## src/rtl/keypad_scan_fifo.sv

```systemverilog
// Matrix keypad scanner: one-cold column drive, per-key debounce, and a
// press/release event FIFO with a valid/ready handshake plus a held-key bitmap.
module keypad_scan_fifo #(
  parameter int ROWS       = 4,
  parameter int COLS       = 4,
  parameter int SCAN_DIV   = 50000,
  parameter int DEBOUNCE   = 4,
  parameter int FIFO_DEPTH = 4
) (
  input  logic                           clk,
  input  logic                           rst,
  input  logic [ROWS-1:0]                row,
  output logic [COLS-1:0]                col,
  output logic [$clog2(ROWS*COLS)-1:0]   key_code,
  output logic                           key_press,
  output logic                           key_valid,
  input  logic                           key_ready,
  output logic [ROWS*COLS-1:0]           key_held,
  output logic                           overflow,
  input  logic                           ovf_clr
);
  localparam int KEYS      = ROWS * COLS;
  localparam int KW        = $clog2(KEYS);
  localparam int CW        = $clog2(SCAN_DIV);
  localparam int SW        = $clog2(COLS);
  localparam int DW        = $clog2(DEBOUNCE + 1);
  localparam int AW        = $clog2(FIFO_DEPTH);
  localparam int NW        = AW + 1;
  localparam int SAMPLE_AT = SCAN_DIV / 2;
  localparam int EVAL_LO   = SAMPLE_AT + 1;

  logic [CW-1:0]                cnt_q, cnt_d;
  logic [SW-1:0]                col_sel_q, col_sel_d;
  logic [ROWS-1:0]              raw_q, raw_d;
  logic [KEYS-1:0]              held_q, held_d;
  logic [KEYS-1:0][DW-1:0]      dcnt_q, dcnt_d;
  logic [FIFO_DEPTH-1:0][KW:0]  mem_q, mem_d;
  logic [AW-1:0]                wr_q, wr_d, rd_q, rd_d;
  logic [NW-1:0]                count_q, count_d;
  logic                         valid_q, valid_d;
  logic                         ovf_q, ovf_d;

  logic          eval_en, eval_raw;
  int            eval_base;
  logic [KW-1:0] k_idx;
  logic          evt, evt_press;
  logic [KW-1:0] evt_code;
  logic          pop, full, push;

  always_comb begin
    cnt_d     = cnt_q + 1'b1;
    col_sel_d = col_sel_q;
    raw_d     = raw_q;
    if (cnt_q == CW'(SCAN_DIV - 1)) begin
      cnt_d     = '0;
      col_sel_d = (col_sel_q == SW'(COLS - 1)) ? '0 : col_sel_q + 1'b1;
    end
    // Rows are sampled mid-slot so the column drive has settled.
    if (cnt_q == CW'(SAMPLE_AT)) raw_d = ~row;
  end

  always_comb begin
    held_d    = held_q;
    dcnt_d    = dcnt_q;
    eval_en   = 1'b0;
    eval_raw  = 1'b0;
    eval_base = 0;
    evt       = 1'b0;
    evt_code  = '0;
    evt_press = 1'b0;
    for (int r = 0; r < ROWS; r++) begin
      if (cnt_q == CW'(EVAL_LO + r)) begin
        eval_en   = 1'b1;
        eval_raw  = raw_q[r];
        eval_base = r * COLS;
      end
    end
    k_idx = KW'(eval_base + int'(col_sel_q));
    // One key per cycle, so at most one event can compete for the FIFO.
    if (eval_en) begin
      if (eval_raw == held_q[k_idx]) begin
        dcnt_d[k_idx] = '0;
      end else if (dcnt_q[k_idx] == DW'(DEBOUNCE - 1)) begin
        dcnt_d[k_idx] = '0;
        held_d[k_idx] = eval_raw;
        evt           = 1'b1;
        evt_code      = k_idx;
        evt_press     = eval_raw;
      end else begin
        dcnt_d[k_idx] = dcnt_q[k_idx] + 1'b1;
      end
    end
  end

  always_comb begin
    pop     = valid_q && key_ready;
    full    = (count_q == NW'(FIFO_DEPTH));
    push    = evt && (!full || pop);
    mem_d   = mem_q;
    wr_d    = wr_q;
    rd_d    = rd_q;
    count_d = count_q;
    ovf_d   = ovf_q;
    if (push) begin
      mem_d[wr_q] = {evt_code, evt_press};
      wr_d        = wr_q + 1'b1;
    end
    if (pop) rd_d = rd_q + 1'b1;
    case ({push, pop})
      2'b10:   count_d = count_q + 1'b1;
      2'b01:   count_d = count_q - 1'b1;
      default: count_d = count_q;
    endcase
    if (evt && !push)  ovf_d = 1'b1;
    else if (ovf_clr)  ovf_d = 1'b0;
    valid_d = (count_d != '0);
  end

  always_ff @(posedge clk or negedge rst) begin
    if (!rst) begin
      cnt_q     <= '0;
      col_sel_q <= '0;
      raw_q     <= '0;
      held_q    <= '0;
      dcnt_q    <= '0;
      wr_q      <= '0;
      rd_q      <= '0;
      count_q   <= '0;
      valid_q   <= 1'b0;
      ovf_q     <= 1'b0;
    end else begin
      cnt_q     <= cnt_d;
      col_sel_q <= col_sel_d;
      raw_q     <= raw_d;
      held_q    <= held_d;
      dcnt_q    <= dcnt_d;
      wr_q      <= wr_d;
      rd_q      <= rd_d;
      count_q   <= count_d;
      valid_q   <= valid_d;
      ovf_q     <= ovf_d;
    end
  end

  always_ff @(posedge clk) begin
    mem_q <= mem_d;
  end

  // Head fields read as zero while empty so they match the reset state.
  assign col       = ~(COLS'(1) << col_sel_q);
  assign key_code  = valid_q ? mem_q[rd_q][KW:1] : '0;
  assign key_press = valid_q ? mem_q[rd_q][0] : 1'b0;
  assign key_valid = valid_q;
  assign key_held  = held_q;
  assign overflow  = ovf_q;

endmodule

```

## config.mk

```make
export PLATFORM = sky130hd
export DESIGN_NAME = keypad_scan_fifo
export DESIGN_NICKNAME = d
export VERILOG_FILES = /design/src/rtl/keypad_scan_fifo.sv
export SDC_FILE = /design/constraint.sdc
export NUM_CORES = 1
export LEC_CHECK = 0
export ABC_AREA = 1
export BUFFER_PORTS_ARGS = -buffer_cell sky130_fd_sc_hd__buf_2
export CAP_MARGIN = 15
export CORE_ASPECT_RATIO = 0.75
export CORE_MARGIN = 3
export CORE_UTILIZATION = 60
export DETAILED_ROUTE_END_ITERATION = 12
export PLACE_DENSITY_LB_ADDON = 0.12
export SLEW_MARGIN = 20
export SYNTH_ARGS = -nofsm -noshare
export SYNTH_HDL_FRONTEND = slang
export SYNTH_SLANG_ARGS = --single-unit
```

## constraint.sdc

```tcl
create_clock -name clk -period 4.1 [get_ports clk]
set_input_delay 0.41 -clock clk [delete_from_list [all_inputs] [get_ports clk]]
set_output_delay 0.41 -clock clk [all_outputs]
set_load 0.02 [all_outputs]
```

==> impl_metrics.ini <==
[setup_path]
crit_chain = inv_1, ha_1, nand3_1, nor2_1, nand2_4, inv_2, nor2_1, inv_2, nor2_4, inv_2, o22ai_1, nor3b_2, ha_1, ha_1, nand3_2, inv_1, nand2_1, nand2_1, inv_1, fa_1, nand3_1, nand2_1, nor2_1, nand2_1
critPathMaxStageDelay_ns = 0.44
critPathLaunchType = register
r2r_slack_ns = 0.38
crit_buf_inv = 6
crit_type = reg2reg
crit_top_cell = nand2_1
worst_path_dominant_cell_family = simple AND/OR/NAND/NOR gates
crit_path_top_delay_cell = fa_1
crit_fanout = 12
worstPathRequired_ns = 4.40
cp-end-kind = register
critical_path_arrival_ns = 4.02

[synth]
avgSynthCellArea_um2 = 8.23
syn-num-nets = 745
yosys.area_share.adder = 0.0328
syn_area_um2 = 5940
synth-xor-area-share = 0.0103
yosysMostFrequentCell = nand2_1
ys_seq_elements = 115
ys_seq_area_frac = 0.501
ys.flop_type = dfrtp_1
synth_edf_count = 20
yosys-top-cells-area = dfrtp_1 (40%), edfxtp_1 (10%), nand2_1 (9.2%)
yosys-top-cells-count = nand2_1 (146), nor2_1 (101), dfrtp_1 (95), o21ai_0 (87), inv_1 (82)
synth.top_cell.area_share = 0.400
synth_area_leader_cell = dfrtp_1
syn_inst = 722
synthArstFlopShare = 0.826
ys_warn_count = 0
synth_top_family_by_area = simple AND/OR/NAND/NOR gates
synthSimpleGateAreaFrac = 0.217
synth_compound_area_frac = 0.156
synth_cell_type_count = 45
synthMuxAreaShare = 0.00547

[timing]
drv_slew = 0
hold_viol_final = 0
fmax_ghz = 0.269
tightestPinTransition_ns = 0.961
clock_skew_ns = 0.00739
layout_worst_path_cycle_share = 0.907
setup_ws_ns = 0.380
holdWs_ns = 0.130
min_period_ns = 3.72
final-setup-viol-count = 0
rsz0062_at_grt = no
fin_tns_setup_ns = 0
slew_headroom = 0.360

[detailed_routing]
wl_per_cell_um = 17.0
drc = 0
via_count = 5242
drtIter0Drc = 480
wirelength_mm = 15.4
ant_nets = 0
drt_pre_antenna_iters = 5
vias_per_cell = 5.80

[pwr]
power_mw = 3.01
power.leakage_nw = 3.31
peakVddDrop_uv = 263
powerDensity_nw_per_um2 = 440

[floorplanning]
pin_count = 35
start_util = 0.636
die_x_um = 121
die_h_um = 92.2
core_um2 = 9350
row_count = 30
die_area_um2 = 11100

[placement]
gp_congestion = 0.911
place_ws_ns = 0.371
dp_hpwl_mm = 10.6
portBuffers = 34

[finish]
syn_to_final_growth_pct = 15.2
drive_above_1_share = 0.146
fin_util = 0.733
fill_cells = 715
diodes = 0
layout.nets = 789

[worst_hold_path]
holdCritPathClass = in2async

[cts]
clock_latency_ns = 0.42
cts_resized = 0
clock-root-buffer = clkbuf_16
clock_sink_count = 115
htreeDepth = 4
clockBufferDepth = 2
cts_tree = done
cts_made_buffers = 17
clkTransAtPathRegs_ns = 0.05

[grt]
antenna_found_initial = 0
grt_max_degree = 75
grt_pass1_wl_mm = 25.6
grt_usage = 0.294
grt_pass1_vias = 4952
grt_overflow = 0

[outcome]
status = complete, no violations

[job]
drv_cap = 0
[layout make-up]
type                            count  area, um^2  share of cell area
Clock buffer                       24         512              0.0747
Clock inverter                      5        75.1              0.0110
Inverter                           94         353              0.0515
Multi-Input combinational cell    492        2510               0.366
Sequential cell                   115        2980               0.435
Tap cell                          128         160              0.0234
Timing Repair Buffer               46         263              0.0384
[sequential cells by signal, summed over array words and instances, names as in the netlist, 2 cells and up]
signal	cells
key_held	16
raw_q	4
rd_q	2
cnt_q	16
dcnt_q	48
wr_q	2
count_q	3
col_sel_q	2
mem_q	20
[metal layers]
metal / part of all wire / wire [um] / GRT usage
met5: 0 / 0 / 0
met4: 0.013 / 207 / 0.0774
met3: 0.073 / 1120 / 0.0709
met2: 0.47 / 7210 / 0.460
met1: 0.45 / 6860 / 0.415
[power by group]
part | internal, mW | switching [mW]
Clock | 0.976 | 0.489
Combinational | 0.107 | 0.206
Sequential | 1.19 | 0.0460
[worst paths after layout]
check	cells past startpoint	end	start
min	1	cnt_q[8]$_DFF_PN0_	rst
max reg2reg	24	key_valid$_DFF_PN0_	cnt_q[0]$_DFF_PN0_
max	24	key_valid$_DFF_PN0_	cnt_q[0]$_DFF_PN0_
min in group clk	2	raw_q[0]$_DFFE_PN0N_	row[0]
min reg2reg	2	dcnt_q[40]$_DFFE_PN0P_	dcnt_q[40]$_DFFE_PN0P_
max in group asynchronous	2	dcnt_q[21]$_DFFE_PN0P_	rst
[logic make-up after synthesis]
kind of cell,count (synthesis)
multiplexers,3
AO/OA/AOI/OAI,165
AND/OR/NAND/NOR,302
buffers and inverters,115
adder cells (fa/ha/maj),15
flip-flops,115
XOR/XNOR,7
[repair_timing]
action | 4_1_cts | 5_1_grt
endpoints found under the setup margin | 0 | 2
setup buffers | 0 | 1
hold buffers | 0 | 0
[per-stage QoR]
stage	instance area, um^2	cells
2_1_floorplan	5940	722
3_3_place_gp	6250	874
3_5_place_dp	6250	874
4_1_cts	6840	903
5_1_grt	6850	904
6_report	6850	904
[layout by cell type, fill, tap and decap left out, types with 3 or more instances in the layout]
cell type,count
a21oi_1,37
a21oi_2,5
a22oi_1,5
buf_2,33
buf_4,13
clkbuf_16,17
clkbuf_8,6
clkinv_2,3
dfrtp_1,95
edfxtp_1,20
ha_1,14
inv_1,82
inv_2,12
nand2_1,146
nand2_2,4
nand3_1,26
nand4_1,7
nor2_1,101
nor2_4,3
nor3_1,5
o21a_1,3
o21ai_0,87
o21ai_1,3
o21ai_2,6
o22ai_1,9
xor2_1,7
Power figures use the tool's default switching activity.
